## src/rtl/uart_rx_fifo.sv

```systemverilog
// uart_rx_fifo: 8N1 UART receiver feeding a small FIFO, exposed to the CPU as
// one memory-mapped status/data word. Define UART_RX_PARITY_EN to receive
// 8E1 frames with an even-parity check. Without it the frame is 10 bits.
module uart_rx_fifo #(
    parameter int CLK_HZ     = 50000000,
    parameter int BAUD       = 115200,
    parameter int FIFO_DEPTH = 4
) (
    input  logic        clk,
    input  logic        rst,
    input  logic        rx,
    input  logic        rd_ack,
    output logic [31:0] uart_data,
    output logic        rx_irq
);

    localparam int CPB  = CLK_HZ / BAUD;
    localparam int HALF = CPB / 2;
    localparam int CW   = (CPB > 1) ? $clog2(CPB) : 1;
    localparam int PW   = $clog2(FIFO_DEPTH);
    localparam int CNTW = PW + 1;

`ifdef UART_RX_PARITY_EN
    typedef enum logic [2:0] {IDLE, START, DATA, PARITY, STOP} state_t;
`else
    typedef enum logic [2:0] {IDLE, START, DATA, STOP} state_t;
`endif

    state_t          state, state_nxt;
    logic            rx_meta, rx_s, rx_prev;
    logic [1:0]      arm;
    logic [CW-1:0]   clk_cnt;
    logic [2:0]      bit_cnt;
    logic [7:0]      shift;
    logic            tick_half, tick_full;
    logic            shift_en, push_req, frame_set;
    logic            overrun, frame_err, parity_err;
    logic [7:0]      mem [FIFO_DEPTH];
    logic [PW-1:0]   wr_ptr, rd_ptr;
    logic [CNTW-1:0] count;
    logic            valid, full, pop, do_push, ovr_set;
`ifdef UART_RX_PARITY_EN
    logic            parity_set, par_bad;
`endif

    assign tick_half = (clk_cnt == CW'(HALF - 1));
    assign tick_full = (clk_cnt == CW'(CPB - 1));

    // Two-flop synchronizer; rx_prev only trusts rx_s once the reset value
    // has flushed out, so a line held low across reset is not a fake edge.
    always_ff @(posedge clk or posedge rst) begin
        if (rst) begin
            rx_meta <= 1'b1;
            rx_s    <= 1'b1;
            rx_prev <= 1'b0;
            arm     <= 2'b00;
        end else begin
            rx_meta <= rx;
            rx_s    <= rx_meta;
            rx_prev <= rx_s & arm[1];
            arm     <= {arm[0], 1'b1};
        end
    end

    // FSM state register.
    always_ff @(posedge clk or posedge rst) begin
        if (rst) state <= IDLE;
        else     state <= state_nxt;
    end

    // FSM next-state logic.
    always_comb begin
        state_nxt = state;
        case (state)
            IDLE:  if (rx_prev && !rx_s) state_nxt = START;
            START: if (tick_half) state_nxt = rx_s ? IDLE : DATA;
`ifdef UART_RX_PARITY_EN
            DATA:   if (tick_full && bit_cnt == 3'd7) state_nxt = PARITY;
            PARITY: if (tick_full) state_nxt = STOP;
`else
            DATA:  if (tick_full && bit_cnt == 3'd7) state_nxt = STOP;
`endif
            STOP:  if (tick_full) state_nxt = IDLE;
            default: state_nxt = IDLE;
        endcase
    end

    // FSM outputs: data sample strobe, push request and error strobes.
    always_comb begin
        shift_en  = (state == DATA) && tick_full;
        frame_set = (state == STOP) && tick_full && !rx_s;
`ifdef UART_RX_PARITY_EN
        parity_set = (state == PARITY) && tick_full && (rx_s != ^shift);
        push_req   = (state == STOP) && tick_full && rx_s && !par_bad;
`else
        push_req   = (state == STOP) && tick_full && rx_s;
`endif
    end

    // Bit-period and bit-index counters; restart on every state change and sample.
    always_ff @(posedge clk or posedge rst) begin
        if (rst) begin
            clk_cnt <= '0;
            bit_cnt <= 3'd0;
        end else begin
            if (state == IDLE || state != state_nxt || shift_en) clk_cnt <= '0;
            else                                                 clk_cnt <= clk_cnt + 1'b1;
            if (state == IDLE)  bit_cnt <= 3'd0;
            else if (shift_en)  bit_cnt <= bit_cnt + 1'b1;
        end
    end

    // Receive shift register, LSB arrives first.
    always_ff @(posedge clk) begin
        if (shift_en) shift <= {rx_s, shift[7:1]};
    end

`ifdef UART_RX_PARITY_EN
    // Remember a parity failure so the stop bit does not push the byte.
    always_ff @(posedge clk or posedge rst) begin
        if (rst)                 par_bad <= 1'b0;
        else if (state == IDLE)  par_bad <= 1'b0;
        else if (state == PARITY && tick_full) par_bad <= parity_set;
    end
`endif

    assign valid   = (count != '0);
    assign full    = (count == CNTW'(FIFO_DEPTH));
    assign pop     = rd_ack && valid;
    assign do_push = push_req && (!full || pop);
    assign ovr_set = push_req && full && !pop;

    // FIFO storage; a pop that frees a full slot lets the same-edge push land.
    always_ff @(posedge clk) begin
        if (do_push) mem[wr_ptr] <= shift;
    end

    // FIFO pointers and occupancy.
    always_ff @(posedge clk or posedge rst) begin
        if (rst) begin
            wr_ptr <= '0;
            rd_ptr <= '0;
            count  <= '0;
        end else begin
            if (do_push) wr_ptr <= wr_ptr + 1'b1;
            if (pop)     rd_ptr <= rd_ptr + 1'b1;
            if (do_push && !pop)      count <= count + 1'b1;
            else if (pop && !do_push) count <= count - 1'b1;
        end
    end

    // Sticky error flags; a new error beats a same-edge read clear.
    always_ff @(posedge clk or posedge rst) begin
        if (rst) begin
            overrun   <= 1'b0;
            frame_err <= 1'b0;
        end else begin
            if (ovr_set)     overrun <= 1'b1;
            else if (rd_ack) overrun <= 1'b0;
            if (frame_set)   frame_err <= 1'b1;
            else if (rd_ack) frame_err <= 1'b0;
        end
    end

`ifdef UART_RX_PARITY_EN
    // Sticky parity error flag.
    always_ff @(posedge clk or posedge rst) begin
        if (rst)             parity_err <= 1'b0;
        else if (parity_set) parity_err <= 1'b1;
        else if (rd_ack)     parity_err <= 1'b0;
    end
`else
    assign parity_err = 1'b0;
`endif

    assign rx_irq    = valid;
    assign uart_data = {valid, overrun, frame_err, parity_err, 20'b0,
                        valid ? mem[rd_ptr] : 8'h00};

endmodule
```

## config.mk

```make
export PLATFORM = sky130hd
export DESIGN_NAME = uart_rx_fifo
export DESIGN_NICKNAME = d
export VERILOG_FILES = /design/src/rtl/uart_rx_fifo.sv
export SDC_FILE = /design/constraint.sdc
export NUM_CORES = 1
export LEC_CHECK = 0
export ABC_AREA = 1
export CAP_MARGIN = 40
export CORE_UTILIZATION = 24
export CTS_BUF_LIST = sky130_fd_sc_hd__clkbuf_4
export CTS_CLUSTER_DIAMETER = 40
export DETAILED_ROUTE_END_ITERATION = 10
export GPL_ROUTABILITY_DRIVEN = 0
export PLACE_DENSITY = 0.51
export RECOVER_POWER = 100
export SLEW_MARGIN = 20
export SYNTH_ARGS = -nofsm -noshare
export SYNTH_HDL_FRONTEND = slang
export SYNTH_SLANG_ARGS = --single-unit
export TNS_END_PERCENT = 1
```

## constraint.sdc

```tcl
create_clock -name clk -period 3 [get_ports clk]
set_input_delay 0.75 -clock clk [delete_from_list [all_inputs] [get_ports clk]]
set_output_delay 0.75 -clock clk [all_outputs]
set_load 0.02 [all_outputs]
```

Yosys cells after proc, flatten, opt, wreduce, memory -nomap -nowiden:

Memories as Yosys holds them, arrays and structs flattened.
Index checks and enable logic that the tools add are counted.

* register bits: 37
* bits in latches: 0
* bits in writable memories: 32
* memories: 1
* input bits: 4
* ROM bits: 0

* divide/modulo/power cells: 0
* shift-type cells: 0
* add/sub/neg operators: 6
* multipliers: 0
* bitwise gates (word level): 1
* mux-type cells: 17
* equality and inequality tests: 8
* reduce and logical (&&, ||, !) cells: 25
* order comparisons: 0

Memory list
* mem: words 4, bits a word 8, rd ports 1, clocked after memory_dff 0, write ports 1, line 38 `logic [7:0] mem [FIFO_DEPTH];`

Operators with widths (count)
* 3-bit 2-to-1 mux: 8
* 1-bit logical AND: 12
* 3-bit one-hot mux with 4 select lines: 1
* 9-bit by 1-bit adder with 9-bit output (second input constant): 1
* 9-bit by 8-bit == test with 1-bit output (second input constant): 1
* 9-bit == test (second input constant): 1
* 9-bit 2-to-1 mux: 1
* 8-bit 2-to-1 mux: 1
* 2-bit nonzero test: 4
* 3-bit by 1-bit adder with 3-bit output (second input constant): 2
* 3-bit by 2-bit == test with 1-bit output (second input constant): 2
* 3-bit == test (second input constant): 2
* 1-bit 2-to-1 mux: 5
* 2-bit by 1-bit adder with 2-bit output (second input constant): 2
* 1-bit logical NOT: 4
* 3-bit by 1-bit == test with 1-bit output (second input constant): 1
* 3-bit logical NOT: 1
* 1-bit logical OR: 3
* 3-bit != test: 1
* 3-bit nonzero test: 1
* 3-bit by 1-bit subtractor with 3-bit output (second input constant): 1
* 2-bit 2-to-1 mux: 1
* 1-bit AND: 1

Longest topological paths before layout:

* depth after elaboration: 8
* gate-level depth with buffers: 16
* gate-level depth less buffers: 16

Worst setup path after synthesis:

OpenSTA, ideal clock, no wires.

* path kind: reg2reg
* start: register clk_cnt[1]
* end: register count[2]
* path buffers: 0
* setup slack: 0.754 ns
* required time: 2.869 ns
* setup time: 0.131 ns
* cell stages (with the launch flop): 17
* data arrival time: 2.115 ns
* path through: dfrtp_1 -> inv_1 -> ha_1 -> nand2_1 -> inv_1 -> nand2_1 -> nor2_4 -> nand2_2 -> nor2_2 -> nand2_2 -> inv_2 -> ha_1 -> inv_1 -> fa_1 -> a21oi_1 -> o21ai_0 -> xor2_1

* word-level cells in the longest chain between the ends: 7

Ends and longest elaborated chain
* start: declaration: line 32 `logic [CW-1:0] clk_cnt;`
* start signal: assignment: line 107 `else clk_cnt <= clk_cnt + 1'b1;`
* 9-bit == test *: line 47 `assign tick_full = (clk_cnt == CW'(CPB - 1));`
* 1-bit logical AND * (2 in series): line 96 `push_req = (state == STOP) && tick_full && rx_s;`
* 1-bit logical AND *: line 130 `assign do_push = push_req && (!full || pop);`
* named net do_push: line 41 `logic valid, full, pop, do_push, ovr_set;`
* 1-bit logical NOT: line 148 `else if (pop && !do_push) count <= count - 1'b1;`
* 1-bit logical AND: line 148
* 2-bit nonzero test (no source line)
* end signal: assignment: line 147 `if (do_push && !pop) count <= count + 1'b1;`
* end signal: assignment: line 148
* end: declaration: line 40 `logic [CNTW-1:0] count;`

Mark *: on every way through the listed nets, which the timed path passes. The rest lies on a longest branch.
A chain may end at the register's enable or synchronous reset.

Final worst setup path:

* start: register rd_ptr[0]
* end: output uart_data[6]

* word-level cells in the longest chain between the ends: 2

Ends and longest elaborated chain
* start: declaration: line 39 `logic [PW-1:0] wr_ptr, rd_ptr;`
* start signal: assignment: line 146 `if (pop) rd_ptr <= rd_ptr + 1'b1;`
* memory 4 x 8 bit
* 8-bit 2-to-1 mux: line 178 `valid ? mem[rd_ptr] : 8'h00};`
* end: declaration: line 13 `output logic [31:0] uart_data,`

Every way passes these cells.

==> metrics.txt <==
most common cell in the netlist=nor2_1; Die Ht=117 µm; drt drc=0; Worst-path clk slew=0.11 ns; Via Count=1987; Syn Inst Count=305; Horiz. Die Dim=117 µm; internal power=1.71 mW; Core Region=12800 µm²; CTS root buffer=clkbuf_4; Req. time, crit path=2.25 ns; FP Rows=41; drt pass-1 iters=4; Hold Path Class=register to register; Max Cap Violations=1; clk_skew=0.0162 ns; number of global-route vias before repair=1936; fill count=1356; largest net degree at the start of global routing=30; final core utilization=28.4%; layout cells sized above 1=10.6%; area leader, netlist=edfxtp_1; Finished Layout Cells=512; Synth cell types=29; Arr. time, crit path=2.10 ns; Post-synth EDFFs=40; Critical Path Sink Type=primary output; Initial Util=24.9%; CTS tree=yes; Async SR Flop Fraction=42.0%; total design power=2.59 mW; Synth Warn #=0; Layout area overhead=14.0%; Tmin final=2.85 ns; clk_lat worst skew=0.42 ns; RSZ-0062 raised after global routing=false; 1st-iter DRT viols=53; endpoints failing hold=0; Leak=1.48 nW; TritonCTS buffer count=9; dominant cells by area after synthesis=edfxtp_1, dfrtp_1, nor2_1; Tcrit/Tclk final=94.9%; combinational share of power=30.4%; Layout Nets=350; setup TNS=0 ns; I/O Buffers=15; Avg Cell Area, Syn=10.4 µm²; Yosys reg bits=69; Crit Path Max Fanout=7; DR vias/cell=3.88; Commonest cells post-synth=nor2_1, edfxtp_1, nand2_1; CTS Buffer Depth=2; pins over their slew limit=30; minimum hold slack=0.364 ns; kind of critical path=register to primary output; worst slack, placed=0.262 ns; clock power share=27.7%; Main synth FF type=edfxtp_1; status=finished, violations left; GR Util All Layers=9.36%; total routed wirelength=5.69 mm; die area=13700 µm²; final setup vio count=0; post-synth top area share=37.7%; CP Launch Type=register; VDD IR max=0.000276 V; sequential cell area fraction in the yosys report=60.6%; Area after DPL=3500 µm²; failing checks=max-capacitance violations, max-slew violations; worst slew pin tran=1.54 ns; fin area=3630 µm²; Avg WL per Cell=11.1 µm; Max H-tree Level=3; DP Cell Count=494; Top Ports=37; slew margin rel.=-2.94%; DP Wirelength=3.84 mm; switch share=34.2%; first-pass GRT wire length=9.45 mm; P per Cell Area=714 nW/µm²; # diodes=0; Routed Antenna Nets=0; Final WS setup=0.152 ns; Flop pwr share=41.9%; antenna violations before repair=0; Net Sw Power=0.885 mW; CTS Sinks=69; Synth Cell Area=3180 µm²; GRT overflow=0; Max Clk Rate=0.351 GHz
## worst max-delay path, cell delays in order, from the launching register on
cell	delay (ns)
dfrtp_2	0.48
buf_2	0.21
nor2_1	0.06
nor2_1	0.07
o21ai_0	0.08
a21oi_1	0.16
clkdlybuf4s50_1	0.63
## cell type report
| class | instances | area, µm² | share of cell area [%] |
|---|---|---|---|
| sequential | 69 | 1930 | 53.2 |
| clock buffer | 9 | 67.6 | 1.86 |
| multi-input combinational | 193 | 975 | 26.9 |
| clock inverter | 7 | 105 | 2.90 |
| timing repair buffer | 26 | 199 | 5.48 |
| inverter | 36 | 138 | 3.79 |
| tap | 172 | 215 | 5.93 |
## path summary, 6_finish.rpt
kind | startpoint | endpoint | slack (ns) | cells after the start
setup / recovery | rd_ptr[0] | uart_data[6] | 0.15 | 6
hold / removal | arm[0] | arm[1] | 0.36 | 0
setup reg to reg | clk_cnt[1] | count[2] | 0.32 | 16
hold reg to reg | arm[0] | arm[1] | 0.36 | 0
max in group asynchronous | rst | rd_ptr[0] | 0.70 | 3
min in group asynchronous | rst | wr_ptr[0] | 1.29 | 3
## routing by layer
layer / vias to the layer above / wire length [µm] / global-route usage, %
met4: 0 / 78 / 3.04
met2: 49 / 2700 / 15.4
met1: 932 / 2660 / 11.4
li1: 998 / - / -
met3: 8 / 248 / 3.35
met5: - / 0 / 0
## state kept, by name (all words and copies together) (netlist names), 3 cells and up
| name | flops |
|---|---|
| state | 3 |
| shift | 8 |
| bit_cnt | 3 |
| count | 3 |
| clk_cnt | 9 |
| mem | 32 |
## what timing repair did
action	4_1_cts	5_1_grt
hold buffers	0	0
endpoints found under the setup margin	8	8
buffers inserted	0	2
resized for setup	2	3
## power groups by stage
| stage | clock network [mW] | registers, mW | logic, mW |
|---|---|---|---|
| global placement | 0 | 1.11 | 0.795 |
| CTS | 0.737 | 1.10 | 0.805 |
| finish | 0.719 | 1.09 | 0.787 |
| floorplan | 0 | 1.08 | 0.524 |
| detailed placement | 0 | 1.11 | 0.801 |
| global route | 0.782 | 1.09 | 0.884 |
## cells by family after synthesis
logic type | synth area share (%)
AO/OA/AOI/OAI | 5.54
XOR/XNOR | 3.03
adder cells (fa/ha/maj) | 4.56
buffers and inverters | 10.5
flip-flops | 60.6
multiplexers | 0.354
other | 0.236
AND/OR/NAND/NOR | 15.2
## cells in the final DEF (no fill, tap or decap), types with 2 or more instances in the layout
cell type        Yosys  routed
dfrtp_1             27      26
inv_2                6       4
clkinv_2             0       2
xnor2_1              2       2
clkbuf_4             0       9
ha_1                10      10
dlygate4sd3_1        0       6
nor2_1              58      59
edfxtp_1            40      40
a21oi_1             10      10
nor2_2               3       3
nand3_1              8       9
inv_6                0       2
inv_1               28      29
o21ai_0             22      22
clkdlybuf4s50_1      0       7
xor2_1               9       9
clkbuf_1             1       7
bufinv_16            0       2
conb_1               2      23
buf_4               24       5
nand2_1             33      36
nor3_1               1       2
nand4_1              3       3
Note: power is estimated with default switching activity, not from simulation.
